### src/rtl/display_pkg.sv
// Shared helpers for the seven-segment scan driver: width derivation and
// polarity-aware "all digits off" select vector.
package display_pkg;

    // Upper bound on digit count supported by sel_inactive().
    localparam int MAX_DIGITS = 32;

    // Scan index width; a single bit even for tiny digit counts.
    function automatic int scan_width(input int num_digits);
        return (num_digits < 2) ? 1 : $clog2(num_digits);
    endfunction

    // Prescaler width, wide enough to hold div-1.
    function automatic int pre_width(input int div);
        return $clog2(div);
    endfunction

    // All-off select vector: all ones for common anode, all zeros otherwise.
    // Callers truncate to their own digit count.
    function automatic logic [MAX_DIGITS-1:0] sel_inactive(input bit active_low);
        return active_low ? {MAX_DIGITS{1'b1}} : {MAX_DIGITS{1'b0}};
    endfunction

endpackage

### src/rtl/display_prescaler.sv
// Slot prescaler: counts 0..DIV-1 while enabled, holds while disabled, and
// flags the last cycle of a slot. The next-count is exported so the top can
// register outputs that line up with the counter value they describe.
module display_prescaler
    import display_pkg::*;
#(
    parameter int DIV   = 50000,
    parameter int PRE_W = pre_width(DIV)
) (
    input  logic             clk,
    input  logic             rst_n,
    input  logic             en,
    output logic [PRE_W-1:0] pre,
    output logic [PRE_W-1:0] pre_nxt,
    output logic             wrap
);

    localparam logic [PRE_W-1:0] PRE_MAX = PRE_W'(DIV - 1);

    // Next count: hold when disabled, wrap to zero after DIV-1.
    always_comb begin
        wrap    = en && (pre == PRE_MAX);
        pre_nxt = pre;
        if (wrap)
            pre_nxt = '0;
        else if (en)
            pre_nxt = pre + PRE_W'(1);
    end

    // Counter register.
    always_ff @(posedge clk or negedge rst_n) begin
        if (!rst_n)
            pre <= '0;
        else
            pre <= pre_nxt;
    end

endmodule

### src/rtl/display_scan_mux.sv
// Time-multiplexed seven-segment digit driver. Digit values are captured once
// per frame (slot 0, prescaler 0) so a frame never mixes old and new values;
// the select is blanked for the first BLANK_CYC cycles of each slot.
module display_scan_mux
    import display_pkg::*;
#(
    parameter int NUM_DIGITS     = 4,
    parameter int DATA_W         = 4,
    parameter int DIV            = 50000,
    parameter int BLANK_CYC      = 500,
    parameter bit SEL_ACTIVE_LOW = 1'b1,
    localparam int SCAN_W        = scan_width(NUM_DIGITS)
) (
    input  logic                         clk,
    input  logic                         rst_n,
    input  logic                         en,
    input  logic [NUM_DIGITS*DATA_W-1:0] digits_in,
    input  logic [NUM_DIGITS-1:0]        digit_en,
    output logic [SCAN_W-1:0]            scan,
    output logic [DATA_W-1:0]            data_out,
    output logic [NUM_DIGITS-1:0]        sel,
    output logic                         frame_start
);

    localparam int                  PRE_W    = pre_width(DIV);
    localparam logic [PRE_W-1:0]    BLANK    = PRE_W'(BLANK_CYC);
    localparam logic [SCAN_W-1:0]   SCAN_MAX = SCAN_W'(NUM_DIGITS - 1);
    localparam logic [NUM_DIGITS-1:0] SEL_OFF = NUM_DIGITS'(sel_inactive(SEL_ACTIVE_LOW));

    logic [PRE_W-1:0]             pre;
    logic [PRE_W-1:0]             pre_nxt;
    logic                         wrap;
    logic [SCAN_W-1:0]            scan_nxt;
    logic [NUM_DIGITS*DATA_W-1:0] snap;
    logic [NUM_DIGITS-1:0]        sel_nxt;
    logic                         frame_go;

    display_prescaler #(
        .DIV   (DIV),
        .PRE_W (PRE_W)
    ) u_pre (
        .clk     (clk),
        .rst_n   (rst_n),
        .en      (en),
        .pre     (pre),
        .pre_nxt (pre_nxt),
        .wrap    (wrap)
    );

    // Slot index advances on prescaler wrap; explicit wrap keeps a
    // non-power-of-2 digit count inside 0..NUM_DIGITS-1.
    always_comb begin
        scan_nxt = scan;
        if (wrap)
            scan_nxt = (scan == SCAN_MAX) ? '0 : scan + SCAN_W'(1);
    end

    assign frame_go = en && (pre == '0) && (scan == '0);

    // Select decode from the post-edge slot position, so the registered sel
    // is active exactly while the counter sits at BLANK_CYC..DIV-1.
    always_comb begin
        sel_nxt = SEL_OFF;
        if (en && (pre_nxt >= BLANK) && digit_en[scan_nxt])
            sel_nxt[scan_nxt] = ~SEL_ACTIVE_LOW;
    end

    // Scan index, frame snapshot, digit mux and select registers.
    always_ff @(posedge clk or negedge rst_n) begin
        if (!rst_n) begin
            scan        <= '0;
            snap        <= '0;
            data_out    <= '0;
            sel         <= SEL_OFF;
            frame_start <= 1'b0;
        end else begin
            scan        <= scan_nxt;
            frame_start <= frame_go;
            sel         <= sel_nxt;
            if (frame_go)
                snap <= digits_in;
            // Reads the pre-load snapshot; the one-cycle lag is covered by blanking.
            if (en)
                data_out <= snap[int'(scan) * DATA_W +: DATA_W];
        end
    end

endmodule

### config.mk
export PLATFORM = sky130hd
export DESIGN_NAME = display_scan_mux
export DESIGN_NICKNAME = d
export VERILOG_FILES = /design/src/rtl/display_pkg.sv /design/src/rtl/display_prescaler.sv /design/src/rtl/display_scan_mux.sv
export SDC_FILE = /design/constraint.sdc
export NUM_CORES = 1
export LEC_CHECK = 0
export CAP_MARGIN = 0
export CORE_AREA = 2 2 70 72
export DETAILED_ROUTE_END_ITERATION = 10
export DIE_AREA = 0 0 72 74
export PLACE_DENSITY = 0.74
export SLEW_MARGIN = 20
export SYNTH_ARGS = -nofsm -noshare
export SYNTH_HDL_FRONTEND = slang
export SYNTH_SLANG_ARGS = --single-unit
### constraint.sdc
create_clock -name clk -period 2.4 [get_ports clk]
set_input_delay 0.48 -clock clk [delete_from_list [all_inputs] [get_ports clk]]
set_output_delay 0.48 -clock clk [all_outputs]
set_load 0.02 [all_outputs]
* Word level (Yosys, flattened, before mapping) *
Cells that the tools add are included.

storage, ports and cells
  register bits after elaboration = 43
  bits of input ports = 23
  output and inout port bits = 11
  logic and storage cells = 32

cells by class
  add/sub/neg operators = 2
  $lt $le $gt $ge = 3
  eq/ne operators = 2
  shifts and indexed selects = 1
  multiplexer cells = 9
  bitwise operators = 1
  reductions and logical operators = 8

operators by type and width
  cell                                                                 number
  two-way mux 16 bit                                                   2
  adder 16 x 1 -> 16 bit (second input constant)                       1
  == test 16 bit (second input constant)                               1
  greater-or-equal comparator 16 x 9 -> 1 bit (second input constant)  1
  logical NOT 16 bit                                                   1
  indexed part select 16 x 5 -> 4 bit                                  1
  logical AND 1 bit                                                    6
  two-way mux 2 bit                                                    2
  two-way mux 4 bit                                                    1
  inverter 4 bit                                                       1
  less-than comparator 2 x 3 -> 1 bit (second input constant)          1
  adder 2 x 1 -> 2 bit (second input constant)                         1
  binary-select mux 1 bit (select 2 bit)                               1
  demux 1 bit (select 2 bit)                                           1
  == test 2 bit (second input constant)                                1
  greater-or-equal comparator 2 x 1 -> 1 bit (second input constant)   1
  logical NOT 2 bit                                                    1
  two-way mux 1 bit                                                    2

* Depth between registers and ports, before layout *
  depth after elaboration = 9
  mapped depth = 9
  mapped depth without buffers = 8

* Hierarchy *
From an unflattened synthesis, not the netlist that was laid out.

unflattened totals
  cell total of the unflattened synthesis = 151
  area, all modules = 1975.6 um^2

modules (own cells, without submodules)
  module             instances  cells an instance  area an instance (um^2)  sequential area each (um^2)
  display_scan_mux   1          81                 1207.4                   680.7
  display_prescaler  1          70                 768.2                    400.4

* Worst setup path after synthesis *
OpenSTA, ideal clock, no wires.

  path kind = reg-to-reg
  start = register u_pre.pre[11]
  end = register sel[0]
  setup time = 0.094 ns
  arrival time = 2.229 ns
  data required time = 2.306 ns
  setup slack = 0.077 ns
  stages on the path, launching flop included = 8
  buffers on the path = 1
  clock period less this slack = 2.323 ns
  path through = dfrtp_1 -> clkbuf_8 -> nor4_1 -> nand2_1 -> nor3_2 -> and4_1 -> mux2_2 -> or4_1

between the ends
  cells in the longest elaborated chain, start to end = 9
  elaborated cells between the ends (all ways) = 18
  classes of those cells = add/sub (1); order compare (3); eq/ne (1); mux (8); bitwise (1); reduce/logical (4)

RTL lines
  item                                                                                                                            line                     source
  start, declared                                                                                                                 display_prescaler.sv:13  output logic [PRE_W-1:0] pre,
  start signal, assigned                                                                                                          display_prescaler.sv:35  pre <= pre_nxt;
  == test 16 bit *                                                                                                                display_prescaler.sv:22  wrap = en && (pre == PRE_MAX);
  logical AND 1 bit *                                                                                                             display_prescaler.sv:22
  two-way mux 2 bit *                                                                                                             display_scan_mux.sv:54   if (wrap)
  via scan_nxt[1]                                                                                                                 display_scan_mux.sv:33   logic [SCAN_W-1:0] scan_nxt;
  less-than comparator 2 x 3 -> 1 bit (implied by the code) / greater-or-equal comparator 2 x 1 -> 1 bit (equally long branches)  display_scan_mux.sv:65   sel_nxt[scan_nxt] = ~SEL_ACTIVE_LOW;
  logical AND 1 bit (implied by the code)                                                                                         display_scan_mux.sv:65
  two-way mux 1 bit (implied by the code)                                                                                         display_scan_mux.sv:65
  demux 1 bit (select 2 bit)                                                                                                      display_scan_mux.sv:65
  inverter 4 bit (no line)                                                                                                        --
  two-way mux 4 bit *                                                                                                             display_scan_mux.sv:64   if (en && (pre_nxt >= BLANK) && digit_en[scan_nxt])
  via sel_nxt[0]                                                                                                                  display_scan_mux.sv:35   logic [NUM_DIGITS-1:0] sel_nxt;
  end signal, assigned                                                                                                            display_scan_mux.sv:79   sel <= sel_nxt;
  end, declared                                                                                                                   display_scan_mux.sv:21   output logic [NUM_DIGITS-1:0] sel,

Mark *: on every way through the listed nets, which the timed path passes. The rest lies on a longest branch. The select of a mux whose other input is x is not followed.
A chain may end at the register's enable or synchronous reset.

* Worst setup path in the final report *
  start = register u_pre.pre[1]
  end = register sel[1]

between the ends
  elaborated cells between the ends (all ways) = 18
  classes of those cells = add/sub (1); order compare (3); eq/ne (1); mux (8); bitwise (1); reduce/logical (4)

RTL lines
  item                                                             line                                              source
  adder 16 x 1 -> 16 bit / == test 16 bit (equally long branches)  display_prescaler.sv:27, display_prescaler.sv:22
  two-way mux 16 bit / logical AND 1 bit (equally long branches)   display_prescaler.sv:26, display_prescaler.sv:22
  two-way mux 16 bit *                                             display_prescaler.sv:24                           if (wrap)
  via pre_nxt[4]                                                   display_scan_mux.sv:31                            logic [PRE_W-1:0] pre_nxt;
  greater-or-equal comparator 16 x 9 -> 1 bit *                    display_scan_mux.sv:64
  logical AND 1 bit * (2 in series)                                display_scan_mux.sv:64
  two-way mux 4 bit *                                              display_scan_mux.sv:64
  via sel_nxt[1]                                                   display_scan_mux.sv:35

Marked as above.

==> metrics <==
number of placement rows=25; number of port buffers=33; P_int=1.33 mW; most used cells in the layout excluding fill and tap cells=sky130_fd_sc_hd__dfrtp_1 (38), sky130_fd_sc_hd__clkdlybuf4s50_1 (31), sky130_fd_sc_hd__buf_4 (30); count of antenna-violating nets left after detailed routing=0; hold-fix buffer count after cts=0; max_cap viols=0; Worst Slack Setup Final=77.0 ps; fin crit share=96.8%; average cell area after synthesis=12.0 sq um; endpoint of the lowest-slack register-to-register path=sel[1]$_DFF_PN1_; top flip-flop cell by instance count after synthesis=sky130_fd_sc_hd__dfrtp_1; Final Setup Violations=0; die area=0.00533 sq mm; standby leakage power=1.30 nW; worst endpoint data arrival time=2540 ps; final-report hold violation count=0; post-synthesis share of cell area spent on and, or, nand and nor gates=16.2%; number of global-route vias before repair=1,608; dpl ws=-420 ps; remaining global-route overflow=0; WP data required=2610 ps; Slew headroom=63.4%; post-layout net count=270; drt via density=5.37; actual slew at the worst max-slew pin=549 ps; clock period minus final worst setup slack=2320 ps; estimated wirelength of the detail-placed design=3230 um; antenna cells=0; total routing resource utilization after global routing=19.1%; number of vias after detailed routing=1,599; fin area=0.00287 sq mm; Worst Path Class, Setup=reg -> reg; nature of the critical path endpoint=register; number of flip-flops and latches in the synthesized netlist=43; area share of xor/xnor cells in the synthesized design=5.79%; DRC Markers=0; synthesis-to-layout area growth=35.2%; fraction of power consumed by sequential logic=44.8%; Final Max Slew Viols=0; Chip Height=74 um; startpoint type of the worst setup path=register; clock buffer count from CTS=5; Placement Cell Area=0.00268 sq mm; Root Buffer=sky130_fd_sc_hd__clkbuf_8; share of the synthesized area in compound gates (AO/OA/AOI/OAI)=4.07%; CTS max path bufs=2; dominant combinational cell family by area after synthesis=multiplexers; post-synthesis net count=203; commonest non-fill, non-tap cell in the layout=sky130_fd_sc_hd__dfrtp_1; clock latency on the worst-skew pair=300 ps; fraction of the yosys area taken by sequential cells=51.0%; number of enable-type register cells in the synthesized netlist=0; placer congestion estimate=0.830; synthesized netlist cell count=176; Syn Std Cell Area=0.00212 sq mm; CTS clock-pin slew for the worst setup and hold paths=90 ps; portion of total power attributed to the clock network=30.5%; upper clock frequency limit=0.430 GHz; placeable core region=0.00460 sq mm; cell area power density=656 mW/mm^2; minimum setup slack among reg-to-reg paths=80 ps; Die X-Extent=72 um; ratio of cells with drive above 1 in the final layout=35.2%; H-tree level count=2; outcome=finished clean; first-pass iteration count of the detailed router=6; Post-Synth Adder-Cell Area=2.36%; switching portion of total power=29.2%; drt wl/cell=15.4 um; Comb power frac=24.7%; final clock skew=6.43 ps; Synth cell types=39; type of the tightest min-delay check=in -> async; total number of clock tree sinks=43; total routed wirelength=4580 um; wire length of the first global-routing pass=7700 um; number of warning messages in the yosys log=0; Net Switching=0.549 mW; portion of netlist area occupied by mux cells=16.8%; biggest fanout along the worst timing path=5; worst reg2reg startpoint=u_pre.pre[1]$_DFF_PN0_; maximum number of pins on one net before global-route repair=44; IO Count=34; starting density of the core=46.1%; initial antenna violation count=0; peak supply drop=0.325 mV; asr flop ratio synth=100%; r2r worst-path depth=7; CTS tree=yes; number of DRC violations after detailed-routing iteration 0=121
## layer usage
layer,vias to the layer above,global-route usage [%],wire length [um]
li1,761,-,-
met1,784,24.6,2030
met2,46,32.0,2280
met3,8,5.28,225
met4,0,5.45,48
met5,-,0,0
## through the flow
stage / std cells / utilization [%] / power [mW] / TNS, ps / hold slack [ps]
after detailed placement: 286 / 58.3 / 1.27 / -1680 / 494
after floorplan: 176 / - / 1.03 / 0 / 184
after global placement: 286 / 58.3 / 1.26 / -1600 / 485
after CTS: 296 / 61.4 / 1.86 / 0 / 268
final: 298 / 62.3 / 1.88 / 0 / 251
after global routing: 298 / 62.3 / 1.96 / -10.0 / 303
## flip-flops by register name (all words and copies together) (netlist names)
name,count
sel,4
u_pre.pre,16
frame_start,1
data_out,4
snap,16
scan,2
## power by group through the flow
stage	logic, mW	clock network, mW	registers [mW]
finish	0.464	0.572	0.842
global route	0.504	0.605	0.847
CTS	0.446	0.583	0.830
detailed placement	0.425	0	0.842
global placement	0.414	0	0.842
floorplan	0.162	0	0.864
## layout make-up
| class | instances | area [sq um] |
|---|---|---|
| Fill cell | 349 | 1730 |
| Sequential cell | 43 | 1080 |
| Multi-Input combinational cell | 122 | 1000 |
| Timing Repair Buffer | 65 | 581 |
| Clock buffer | 5 | 68.8 |
| Tap cell | 54 | 67.6 |
| Clock inverter | 3 | 43.8 |
| Inverter | 6 | 22.5 |
## synth_stat cells (2+ instances only)
cell type | count | area share (%)
sky130_fd_sc_hd__clkbuf_8 | 3 | 1.9
sky130_fd_sc_hd__nor4_1 | 4 | 1.2
sky130_fd_sc_hd__xor2_1 | 5 | 2.1
sky130_fd_sc_hd__mux4_2 | 4 | 4.3
sky130_fd_sc_hd__nand3_1 | 8 | 1.9
sky130_fd_sc_hd__o21ai_0 | 4 | 0.94
sky130_fd_sc_hd__ha_1 | 4 | 2.4
sky130_fd_sc_hd__nand4_1 | 4 | 1.2
sky130_fd_sc_hd__xnor2_1 | 9 | 3.7
sky130_fd_sc_hd__inv_1 | 6 | 1.1
sky130_fd_sc_hd__o31a_2 | 2 | 0.94
sky130_fd_sc_hd__nand2_1 | 14 | 2.5
sky130_fd_sc_hd__dfstp_2 | 4 | 5.0
sky130_fd_sc_hd__mux2i_1 | 3 | 1.4
sky130_fd_sc_hd__or4_1 | 2 | 0.71
sky130_fd_sc_hd__nor3_1 | 5 | 1.2
sky130_fd_sc_hd__dfrtp_1 | 39 | 46
sky130_fd_sc_hd__and2_1 | 4 | 1.2
sky130_fd_sc_hd__mux2_2 | 21 | 11
sky130_fd_sc_hd__or3_1 | 2 | 0.59
sky130_fd_sc_hd__nor2_1 | 11 | 1.9
## timing repair
action | CTS | global route
resized for setup | 5 | 5
pin swaps | 1 | 1
hold endpoints to repair | 0 | 0
setup endpoints to repair | 3 | 2
buffers inserted | 2 | 2
## critical path: stages (launching register included)
cell	delay (ps)
sky130_fd_sc_hd__dfrtp_1	470
sky130_fd_sc_hd__ha_4	210
sky130_fd_sc_hd__nand4_1	140
sky130_fd_sc_hd__or2_2	290
sky130_fd_sc_hd__o21ai_0	230
sky130_fd_sc_hd__o2111ai_1	150
sky130_fd_sc_hd__o211a_1	270
sky130_fd_sc_hd__or4_1	480
## kinds of logic after synthesis
| group | count (synthesis) |
|---|---|
| multiplexers | 28 |
| AO/OA/AOI/OAI | 12 |
| XOR/XNOR | 14 |
| flip-flops | 43 |
| buffers and inverters | 11 |
| adder cells (fa/ha/maj) | 4 |
| AND/OR/NAND/NOR | 64 |
## worst max path at each step
stage / start / to / slack, ps
6_report: u_pre.pre[1]$_DFF_PN0_ / sel[1]$_DFF_PN1_ / 80
5_1_grt: u_pre.pre[1]$_DFF_PN0_ / sel[0]$_DFF_PN1_ / -10
4_1_cts: u_pre.pre[7]$_DFF_PN0_ / sel[1]$_DFF_PN1_ / 30
3_5_place_dp: en / sel[1]$_DFF_PN1_ / -420
3_3_place_gp: en / sel[0]$_DFF_PN1_ / -420
2_1_floorplan: u_pre.pre[11]$_DFF_PN0_ / sel[0]$_DFF_PN1_ / 80
No activity file was read; power rests on OpenSTA's default activity.
